===== src/rtl/ball_maze_pkg.sv =====
// Shared types and constants for the ball/maze probing logic.
// Maze is a 32x32 grid of 8-px cells covering a 256x256 playfield.
package ball_maze_pkg;

    localparam int BALL_RADIUS = 4;
    localparam int CELL_SHIFT  = 3;
    localparam int MAZE_ADDR_W = 2 * (8 - CELL_SHIFT);

    localparam logic [7:0] START_X = 8'd128;
    localparam logic [7:0] START_Y = 8'd188;

    typedef enum logic [1:0] {
        DIR_UP,
        DIR_DOWN,
        DIR_LEFT,
        DIR_RIGHT
    } probe_dir_t;

    typedef enum logic [1:0] {
        ST_IDLE,
        ST_PROBE,
        ST_DRAIN,
        ST_COMMIT
    } probe_state_t;

endpackage


===== src/rtl/probe_addr_gen.sv =====
// Maps a ball snapshot and a probe direction to the maze cell address of the
// pixel just beyond the ball edge, flagging probes that leave the playfield.
module probe_addr_gen
    import ball_maze_pkg::*;
#(
    parameter int BALL_RADIUS = ball_maze_pkg::BALL_RADIUS,
    parameter int CELL_SHIFT  = ball_maze_pkg::CELL_SHIFT,
    parameter int ADDR_W      = 2 * (8 - CELL_SHIFT)
) (
    input  logic [7:0]        snap_col,
    input  logic [7:0]        snap_row,
    input  logic [1:0]        dir,
    output logic [ADDR_W-1:0] addr,
    output logic              in_range
);

    localparam logic [8:0] DIST = 9'(BALL_RADIUS + 1);

    logic [8:0] probe_x;
    logic [8:0] probe_y;
    logic       unused_low;

    // With |offset| < 256, bit 8 is set exactly when the coordinate is < 0 or > 255.
    always_comb begin
        probe_x = {1'b0, snap_col};
        probe_y = {1'b0, snap_row};
        case (probe_dir_t'(dir))
            DIR_UP:    probe_y = {1'b0, snap_row} - DIST;
            DIR_DOWN:  probe_y = {1'b0, snap_row} + DIST;
            DIR_LEFT:  probe_x = {1'b0, snap_col} - DIST;
            DIR_RIGHT: probe_x = {1'b0, snap_col} + DIST;
            default:   ;
        endcase
        in_range = ~probe_x[8] & ~probe_y[8];
        addr     = {probe_y[7:CELL_SHIFT], probe_x[7:CELL_SHIFT]};
    end

    assign unused_low = ^{probe_x[CELL_SHIFT-1:0], probe_y[CELL_SHIFT-1:0]};

endmodule


===== src/rtl/ball_wall_probe.sv =====
// Sweeps four probe pixels around the ball through the maze ROM and commits
// the resulting up/down/left/right wall flags atomically.
module ball_wall_probe
    import ball_maze_pkg::*;
#(
    parameter int BALL_RADIUS = ball_maze_pkg::BALL_RADIUS,
    parameter int CELL_SHIFT  = ball_maze_pkg::CELL_SHIFT,
    parameter int ADDR_W      = ball_maze_pkg::MAZE_ADDR_W
) (
    input  logic              clk108MHz,
    input  logic              resetPressed,
    input  logic              probeTick,
    input  logic [7:0]        ballColumn,
    input  logic [7:0]        ballRow,
    output logic              mazeRe,
    output logic [ADDR_W-1:0] mazeAddr,
    input  logic              mazeData,
    output logic              wallAboveball,
    output logic              wallBelowball,
    output logic              wallLeftOfball,
    output logic              wallRightOfball,
    output logic              wallValid,
    output logic              busy
);

    probe_state_t      state_q, state_d;
    probe_dir_t        dir_q, dir_d;
    probe_dir_t        rd_dir_q, rd_dir_d;
    logic [7:0]        col_q, col_d;
    logic [7:0]        row_q, row_d;
    logic              pending_q, pending_d;
    logic              rd_valid_q, rd_valid_d;
    logic              rd_in_range_q, rd_in_range_d;
    logic [3:0]        bits_q, bits_d;
    logic [3:0]        flags_q, flags_d;
    logic [ADDR_W-1:0] addr_hold_q, addr_hold_d;
    logic [ADDR_W-1:0] probe_addr;
    logic              probe_in_range;
    logic              start_sweep;

    probe_addr_gen #(
        .BALL_RADIUS (BALL_RADIUS),
        .CELL_SHIFT  (CELL_SHIFT),
        .ADDR_W      (ADDR_W)
    ) u_addr_gen (
        .snap_col (col_q),
        .snap_row (row_q),
        .dir      (dir_q),
        .addr     (probe_addr),
        .in_range (probe_in_range)
    );

    always_ff @(posedge clk108MHz) begin
        if (resetPressed) begin
            state_q       <= ST_IDLE;
            dir_q         <= DIR_UP;
            rd_dir_q      <= DIR_UP;
            col_q         <= '0;
            row_q         <= '0;
            pending_q     <= 1'b0;
            rd_valid_q    <= 1'b0;
            rd_in_range_q <= 1'b0;
            bits_q        <= '0;
            flags_q       <= '0;
            addr_hold_q   <= '0;
        end else begin
            state_q       <= state_d;
            dir_q         <= dir_d;
            rd_dir_q      <= rd_dir_d;
            col_q         <= col_d;
            row_q         <= row_d;
            pending_q     <= pending_d;
            rd_valid_q    <= rd_valid_d;
            rd_in_range_q <= rd_in_range_d;
            bits_q        <= bits_d;
            flags_q       <= flags_d;
            addr_hold_q   <= addr_hold_d;
        end
    end

    // A tick or a queued request in the commit cycle chains straight into the next sweep.
    assign start_sweep = ((state_q == ST_IDLE) && probeTick) ||
                         ((state_q == ST_COMMIT) && (pending_q || probeTick));

    always_comb begin
        state_d = state_q;
        case (state_q)
            ST_IDLE:   if (probeTick) state_d = ST_PROBE;
            ST_PROBE:  if (dir_q == DIR_RIGHT) state_d = ST_DRAIN;
            ST_DRAIN:  state_d = ST_COMMIT;
            ST_COMMIT: state_d = (pending_q || probeTick) ? ST_PROBE : ST_IDLE;
            default:   state_d = ST_IDLE;
        endcase
    end

    always_comb begin
        col_d     = col_q;
        row_d     = row_q;
        dir_d     = dir_q;
        pending_d = pending_q;
        if (start_sweep) begin
            col_d     = ballColumn;
            row_d     = ballRow;
            dir_d     = DIR_UP;
            pending_d = 1'b0;
        end else begin
            if (state_q == ST_PROBE) dir_d = probe_dir_t'(dir_q + 2'd1);
            if (probeTick && (state_q != ST_IDLE)) pending_d = 1'b1;
        end

        // Each slot's ROM bit arrives one cycle after issue; off-field probes read as wall.
        rd_valid_d    = (state_q == ST_PROBE);
        rd_dir_d      = dir_q;
        rd_in_range_d = probe_in_range;
        bits_d        = bits_q;
        if (rd_valid_q) bits_d[rd_dir_q] = rd_in_range_q ? mazeData : 1'b1;

        flags_d = flags_q;
        if (state_q == ST_DRAIN) flags_d = bits_d;

        addr_hold_d = mazeAddr;
    end

    always_comb begin
        mazeRe          = (state_q == ST_PROBE) && probe_in_range;
        mazeAddr        = mazeRe ? probe_addr : addr_hold_q;
        wallValid       = (state_q == ST_COMMIT);
        busy            = (state_q == ST_PROBE) || (state_q == ST_DRAIN);
        wallAboveball   = flags_q[DIR_UP];
        wallBelowball   = flags_q[DIR_DOWN];
        wallLeftOfball  = flags_q[DIR_LEFT];
        wallRightOfball = flags_q[DIR_RIGHT];
    end

endmodule

===== config.mk =====
export PLATFORM = sky130hd
export DESIGN_NAME = ball_wall_probe
export DESIGN_NICKNAME = d
export VERILOG_FILES = /design/src/rtl/ball_maze_pkg.sv /design/src/rtl/probe_addr_gen.sv /design/src/rtl/ball_wall_probe.sv
export SDC_FILE = /design/constraint.sdc
export NUM_CORES = 1
export LEC_CHECK = 0
export CAP_MARGIN = 20
export CELL_PAD_IN_SITES_DETAIL_PLACEMENT = 0
export CELL_PAD_IN_SITES_GLOBAL_PLACEMENT = 1
export CORE_ASPECT_RATIO = 0.75
export CORE_MARGIN = 10
export CORE_UTILIZATION = 45
export CTS_CLUSTER_SIZE = 20
export DETAILED_ROUTE_END_ITERATION = 10
export GPL_ROUTABILITY_DRIVEN = 1
export GPL_TIMING_DRIVEN = 0
export PLACE_DENSITY = 0.95
export SLEW_MARGIN = 20
export SYNTH_ARGS = -nofsm -noshare
export SYNTH_HDL_FRONTEND = slang
export SYNTH_SLANG_ARGS = --single-unit

===== constraint.sdc =====
create_clock -name clk108MHz -period 6.4 [get_ports clk108MHz]
set_clock_uncertainty 0.1 [all_clocks]
set_input_delay 0.96 -clock clk108MHz [delete_from_list [all_inputs] [get_ports clk108MHz]]
set_output_delay 0.96 -clock clk108MHz [all_outputs]
set_load 0.005 [all_outputs]

==> results of run 1 <==
## layout make-up
cell class                 instances  area [sq um]  area share (%)
sequential                        43         860.8           25.74
timing repair buffer              35         350.3           10.48
buffer                            18         103.9           3.105
tap                               78         97.59           2.918
multi-input combinational        258          1750           52.34
inverter                          15         63.81           1.908
clock inverter                     2         35.03           1.048
clock buffer                       6         82.58           2.469
## sequential cells by signal (all words and copies together) (netlist names), 2 cells and up
name	flops
rd_dir_q	2
addr_hold_q	10
state_q	2
dir_q	2
col_q	8
row_q	8
flags_q	4
bits_q	4
## path summary, 6_finish.rpt
| path | start | end | slack [ns] | cells past startpoint |
|---|---|---|---|---|
| max | dir_q[1] | mazeAddr[8] | 1.29 | 13 |
| min | col_q[1] | col_q[1] | 0.38 | 2 |
| max reg2reg | dir_q[1] | addr_hold_q[8] | 3.03 | 12 |
| min reg2reg | col_q[1] | col_q[1] | 0.38 | 2 |
## critical path: stages, from the launching register on
cell             delay, ns
dfxtp_1               0.35
inv_1                 0.15
ha_1                  0.19
buf_6                 0.14
buf_2                 0.23
inv_1                 0.18
ha_1                  0.36
a31oi_1               0.26
o31ai_4               0.14
or2_4                 0.29
mux2i_1               0.12
a2111oi_0             0.56
mux2_4                0.27
clkdlybuf4s50_1       0.50
## power by group through the flow
stage          registers [mW]  clock network, mW  logic, mW
3_3_place_gp            0.386                  0      0.948
5_1_grt                 0.391              0.236       1.07
6_report                0.382              0.220      0.966
3_5_place_dp            0.388                  0      0.963
4_1_cts                 0.382              0.224      0.970
2_1_floorplan           0.375                  0      0.669
## through the flow
stage / hold slack (ns) / worst slack [ns] / util [%] / std cells / area [sq um]
3_3_place_gp: 0.3607 / 1.792 / 54.55 / 447 / 3227
4_1_cts: 0.3809 / 1.333 / 56.54 / 455 / 3344
2_1_floorplan: 0.3447 / 2.551 / - / 334 / 2779
3_5_place_dp: 0.3694 / 1.670 / 54.55 / 447 / 3227
6_report: 0.3777 / 1.293 / 56.54 / 455 / 3344
5_1_grt: 0.3955 / 1.001 / 56.54 / 455 / 3344
## placed cells by master (no fill, tap or decap), types with 4 or more instances in the layout
cell / count
nand2_1: 52
dfxtp_1: 43
clkdlybuf4s50_1: 35
a21oi_1: 30
nor2_1: 19
ha_1: 19
o21ai_0: 15
inv_1: 14
mux2i_1: 13
nor3_1: 9
clkbuf_1: 9
xnor2_1: 7
o211a_1: 7
nand3_1: 7
o21a_1: 6
and2_1: 6
clkbuf_8: 6
buf_2: 5
buf_6: 4
nand2b_1: 4
nor3b_1: 4
mux2_4: 4
a21o_2: 4
o211ai_1: 4
## layer usage
layer | track usage [%] | vias up | routed length (microns)
met5 | 0 | - | 0
met3 | 4.030 | 6 | 507
met4 | 3.538 | 0 | 51
met2 | 21.31 | 74 | 2813
li1 | - | 1278 | -
met1 | 17.94 | 1145 | 3358
## cell families (layout without fill, tap and decap cells)
family / count (synthesis) / after routing / synth area share, %
buf+inv: 33 / 76 / 6.033
simple gates: 119 / 119 / 20.98
compound gates: 93 / 93 / 23.37
fa+ha+maj: 19 / 19 / 8.555
xor+xnor: 9 / 9 / 2.837
flops: 43 / 43 / 30.98
mux: 18 / 18 / 7.249
==> impl_metrics.env, run 1 <==
export IMPL_worstPathArrival_ns=4.05
export IMPL_synth_nets=373
export IMPL_crit_required_ns=5.34
export IMPL_root_buffer="clkbuf_8"
export IMPL_p_int_uw=916.9
export IMPL_setup_tns_ns=0
export IMPL_layout_nets=415
export IMPL_cts_tree="done"
export IMPL_core_area_sq_um=5916
export IMPL_antenna_found_initial=0
export IMPL_grt_usage_pct=13.63
export IMPL_ant_nets=0
export IMPL_drc=0
export IMPL_cts_setup_buffers=0
export IMPL_fin_crit_ns=5.107
export IMPL_worst_setup_path_end_kind="output pin"
export IMPL_die_h_microns=88.06
export IMPL_yosysWarnings=0
export IMPL_synth_area_leaders="dfxtp_1, ha_1, nand2_1, a21oi_1, mux2i_1"
export IMPL_rsz0062_at_grt="no"
export IMPL_finalSetupViolations=0
export IMPL_fmax_mhz=195.8
export IMPL_clkPwrFrac_pct=14.0
export IMPL_crit_path_start_kind="register"
export IMPL_worstSetupPathType="reg -> out"
export IMPL_first_iter_violations=198
export IMPL_slew_limit_headroom_pct=52.93
export IMPL_cts_buffer_depth=2
export IMPL_numCtsBuffers=5
export IMPL_cts_hold_buffers_added=0
export IMPL_initial_core_util_pct=46.98
export IMPL_synth_distinct_cells=54
export IMPL_cp_max_fo=10
export IMPL_maxCapViolations=0
export IMPL_syn_to_final_growth_pct=20.35
export IMPL_synth_commonest_cells="nand2_1, dfxtp_1, a21oi_1, ha_1, nor2_1"
export IMPL_synth_top_area_cell="dfxtp_1"
export IMPL_drive_above_1_share_pct=10.08
export IMPL_clkTransAtPathRegs_ns=0.08
export IMPL_status="completed"
export IMPL_drv_slew=0
export IMPL_yosysMostFrequentCell="nand2_1"
export IMPL_dieArea_sq_um=9751
export IMPL_cts_max_level=2
export IMPL_dieWidth_microns=110.7
export IMPL_finalHoldViolCount=0
export IMPL_switchingPower_uw=652.2
export IMPL_ys_ff_latch=43
export IMPL_dp_hpwl_microns=5280
export IMPL_fin_crit_sh_pct=79.80
export IMPL_io_buffers=35
export IMPL_vias=2503
export IMPL_grt_pass1_wl_microns=11240
export IMPL_num_antenna_cells=0
export IMPL_grt_pass1_vias=2364
export IMPL_dr_pass1_iters=4
export IMPL_power_leakage_nw=1.377
export IMPL_fillers=553
export IMPL_cts_resized=0
export IMPL_swShare_pct=41.57
export IMPL_total_power_mw=1.569
export IMPL_power_frac_comb_pct=61.6
export IMPL_grt_overflow=0
export IMPL_synth_edf_count=0
export IMPL_peakVddDrop_v=0.0002049
export IMPL_netlist_instances=334
export IMPL_routed_wl_microns=6730
export IMPL_p_per_area_nw_per_um2=469.1
export IMPL_post_drt_via_cell_ratio=5.501
export IMPL_syn_cell_area_sq_um=2779
export IMPL_postSynthAreaPerCell_sq_um=8.320
export IMPL_num_io_pins=37
export IMPL_holdCritPathClass="reg -> reg"
export IMPL_p_seq_share_pct=24.4
export IMPL_ys_seq_area_share_pct=30.98
export IMPL_synth_ff_type="dfxtp_1"
export IMPL_worst_slew_pin_slew_ns=0.6882
export IMPL_wl_per_cell_microns=14.79
export IMPL_routabilityCongestion=0.8774
export IMPL_synthDominantCellAreaShare_pct=30.98
export IMPL_grt_start_max_net_pins=14
export IMPL_async_reset_ff_share_pct=0
export IMPL_insertion_delay_ns=0.29
export IMPL_clock_sinks=43
export IMPL_rows=24
Note: power is estimated with default switching activity, not from simulation.
==> inputs of run 2 (changes only) <==
--- a/config.mk
+++ b/config.mk
@@ -10,12 +10,12 @@
 export CELL_PAD_IN_SITES_GLOBAL_PLACEMENT = 1
 export CORE_ASPECT_RATIO = 0.75
 export CORE_MARGIN = 10
-export CORE_UTILIZATION = 45
+export CORE_UTILIZATION = 41
 export CTS_CLUSTER_SIZE = 20
 export DETAILED_ROUTE_END_ITERATION = 10
 export GPL_ROUTABILITY_DRIVEN = 1
 export GPL_TIMING_DRIVEN = 0
-export PLACE_DENSITY = 0.95
+export PLACE_DENSITY = 0.88
 export SLEW_MARGIN = 20
 export SYNTH_ARGS = -nofsm -noshare
 export SYNTH_HDL_FRONTEND = slang
==> constraint.sdc (replaced) <==
create_clock -name clk108MHz -period 4.9 [get_ports clk108MHz]
set_clock_uncertainty 0.1 [all_clocks]
set_input_delay 0.735 -clock clk108MHz [delete_from_list [all_inputs] [get_ports clk108MHz]]
set_output_delay 0.735 -clock clk108MHz [all_outputs]
set_load 0.005 [all_outputs]
==> impl_metrics.env, run 2 (synthesis results as in run 1) <==
export IMPL_first_iter_violations=115
export IMPL_io_buffers=35
export IMPL_cts_buffer_depth=2
export IMPL_crit_chain="inv_1 > ha_1 > buf_6 > buf_2 > inv_1 > ha_1 > a31oi_2 > o31ai_4 > o2111ai_2 > mux2_4 > nand2_8 > inv_8 > mux2_4 > clkdlybuf4s50_1"
export IMPL_clkPwrFrac_pct=14.1
export IMPL_die_h_microns=91.30
export IMPL_path_delay_family="buffers and inverters"
export IMPL_power_frac_comb_pct=62.0
export IMPL_path_depth=14
export IMPL_r2r_setup_slack_ns=1.59
export IMPL_rr_worst_depth=12
export IMPL_antenna_found_initial=0
export IMPL_dieArea_sq_um=10500
export IMPL_r2r_start="dir_q[1]"
export IMPL_vias=2456
export IMPL_worstSetupPathType="reg -> out"
export IMPL_finalSetupViolations=0
export IMPL_rows=25
export IMPL_dr_pass1_iters=4
export IMPL_post_route_util_pct=52.23
export IMPL_root_buffer="clkbuf_8"
export IMPL_drive_above_1_share_pct=10.88
export IMPL_fin_crit_sh_pct=96.87
export IMPL_p_per_area_nw_per_um2=621.5
export IMPL_final_cell_mix="nand2_1, dfxtp_1, clkdlybuf4s50_1, a21oi_1"
export IMPL_cts_tree="done"
export IMPL_fillers=612
export IMPL_fin_crit_ns=4.747
export IMPL_p_seq_share_pct=23.9
export IMPL_reg2reg_to="addr_hold_q[8]"
export IMPL_num_io_pins=37
export IMPL_holdCritPathClass="reg -> reg"
export IMPL_grt_start_max_net_pins=14
export IMPL_regMostFlops="addr_hold_q"
export IMPL_hold_worst_slack_ns=0.3713
export IMPL_layout_nets=415
export IMPL_grt_overflow=0
export IMPL_post_drt_via_cell_ratio=5.362
export IMPL_numCtsBuffers=5
export IMPL_critPathLaunch="dir_q[1]"
export IMPL_grt_pass1_wl_microns=11610
export IMPL_reg_largest_list="addr_hold_q x10, col_q x8, row_q x8"
export IMPL_ant_nets=0
export IMPL_finalHoldViolCount=0
export IMPL_grt_usage_pct=13.37
export IMPL_core_area_sq_um=6444
export IMPL_place_ws_ns=0.2185
export IMPL_critPathMaxStageDelay_ns=0.45
export IMPL_dp_hpwl_microns=5390
export IMPL_cp_max_fo=10
export IMPL_grt_pass1_vias=2339
export IMPL_regArea_sq_um=860.8
export IMPL_layout_commonest_cell="nand2_1"
export IMPL_slew_limit_headroom_pct=60.76
export IMPL_routabilityCongestion=0.8413
export IMPL_worst_slew_pin_slew_ns=0.5886
export IMPL_dieWidth_microns=115.1
export IMPL_setup_worst_path_end="mazeAddr[8]"
export IMPL_cts_max_level=2
export IMPL_total_power_mw=2.092
export IMPL_status="completed"
export IMPL_peakVddDrop_v=0.0004199
export IMPL_maxCapViolations=0
export IMPL_worst_setup_path_end_kind="output pin"
export IMPL_p_int_mw=1.213
export IMPL_worstPathArrival_ns=3.91
export IMPL_clkTransAtPathRegs_ns=0.09
export IMPL_critPathBufInv=6
export IMPL_crit_required_ns=4.07
export IMPL_switchingPower_uw=878.7
export IMPL_wl_per_cell_microns=15.44
export IMPL_power_leakage_nw=1.374
export IMPL_slowest_stage="clkdlybuf4s50_1"
export IMPL_drv_slew=0
export IMPL_num_antenna_cells=0
export IMPL_fmax_mhz=210.7
export IMPL_syn_to_final_growth_pct=21.12
export IMPL_finalWorstSetupSlack_ns=0.1532
export IMPL_initial_core_util_pct=43.13
export IMPL_swShare_pct=42.01
export IMPL_clock_sinks=43
export IMPL_multi_input_area_sq_um=1768
export IMPL_drc=0
export IMPL_insertion_delay_ns=0.30
export IMPL_largest_register_ffs=10
export IMPL_routed_wl_microns=7070
export IMPL_crit_path_start_kind="register"
-- run 2: how the worst min path moves through the flow --
stage               depth (start not counted)     start        to
finish                                      2  col_q[1]  col_q[1]
global route                                2  col_q[1]  col_q[1]
CTS                                         2  col_q[1]  col_q[1]
detailed placement                          2  col_q[1]  col_q[1]
global placement                            2  col_q[1]  col_q[1]
floorplan                                   2  row_q[0]  row_q[0]
-- run 2: area by class of cell --
cell class	count	area share (%)
buffer	18	3.086
clock inverter	2	1.041
sequential	43	25.58
clock buffer	6	2.454
tap	81	3.011
timing repair buffer	35	10.41
inverter	15	1.896
multi-input combinational	258	52.53
-- run 2: worst reg2reg max path: stages (launching register included) --
cell       delay (ns)
dfxtp_1          0.36
inv_1            0.13
ha_1             0.18
buf_6            0.13
buf_2            0.23
inv_1            0.18
ha_1             0.38
a31oi_2          0.26
o31ai_4          0.12
or2_4            0.29
a2111oi_1        0.42
a2111oi_2        0.15
a31o_2           0.27
-- run 2: stage by stage --
| stage | area [sq um] | TNS [ns] | cells |
|---|---|---|---|
| final | 3366 | 0 | 458 |
| after global routing | 3366 | -0.01206 | 458 |
| after CTS | 3354 | 0 | 458 |
| after detailed placement | 3231 | 0 | 450 |
| after global placement | 3231 | 0 | 450 |
| after floorplan | 2779 | 0 | 334 |
-- run 2: what timing repair did --
action | in CTS | in global routing
pin swaps | 0 | 0
buffers inserted | 0 | 0
resized for setup | 2 | 3
hold buffers | 0 | 0
endpoints found under the setup margin | 1 | 5
-- run 2: routing by layer --
layer	share of wire (%)	routed length (microns)	GRT usage [%]
met4	0.20	14	2.469
met2	42	2983	19.80
met1	51	3587	18.45
met5	0	0	0
met3	6.8	484	4.405
-- run 2: power groups by stage --
stage / sequential [mW] / clock (mW) / combinational [mW]
final: 0.501 / 0.294 / 1.30
after global routing: 0.511 / 0.315 / 1.43
after CTS: 0.500 / 0.302 / 1.29
after detailed placement: 0.508 / 0 / 1.26
after global placement: 0.503 / 0 / 1.25
after floorplan: 0.490 / 0 / 0.874
==> inputs of run 3 (changes only) <==
--- a/config.mk
+++ b/config.mk
@@ -5,7 +5,7 @@
 export SDC_FILE = /design/constraint.sdc
 export NUM_CORES = 1
 export LEC_CHECK = 0
-export CAP_MARGIN = 20
+export CAP_MARGIN = 30
 export CELL_PAD_IN_SITES_DETAIL_PLACEMENT = 0
 export CELL_PAD_IN_SITES_GLOBAL_PLACEMENT = 1
 export CORE_ASPECT_RATIO = 0.75
==> results of run 3 <==
The final DEF is identical to that of run 2; final timing and power are the same.
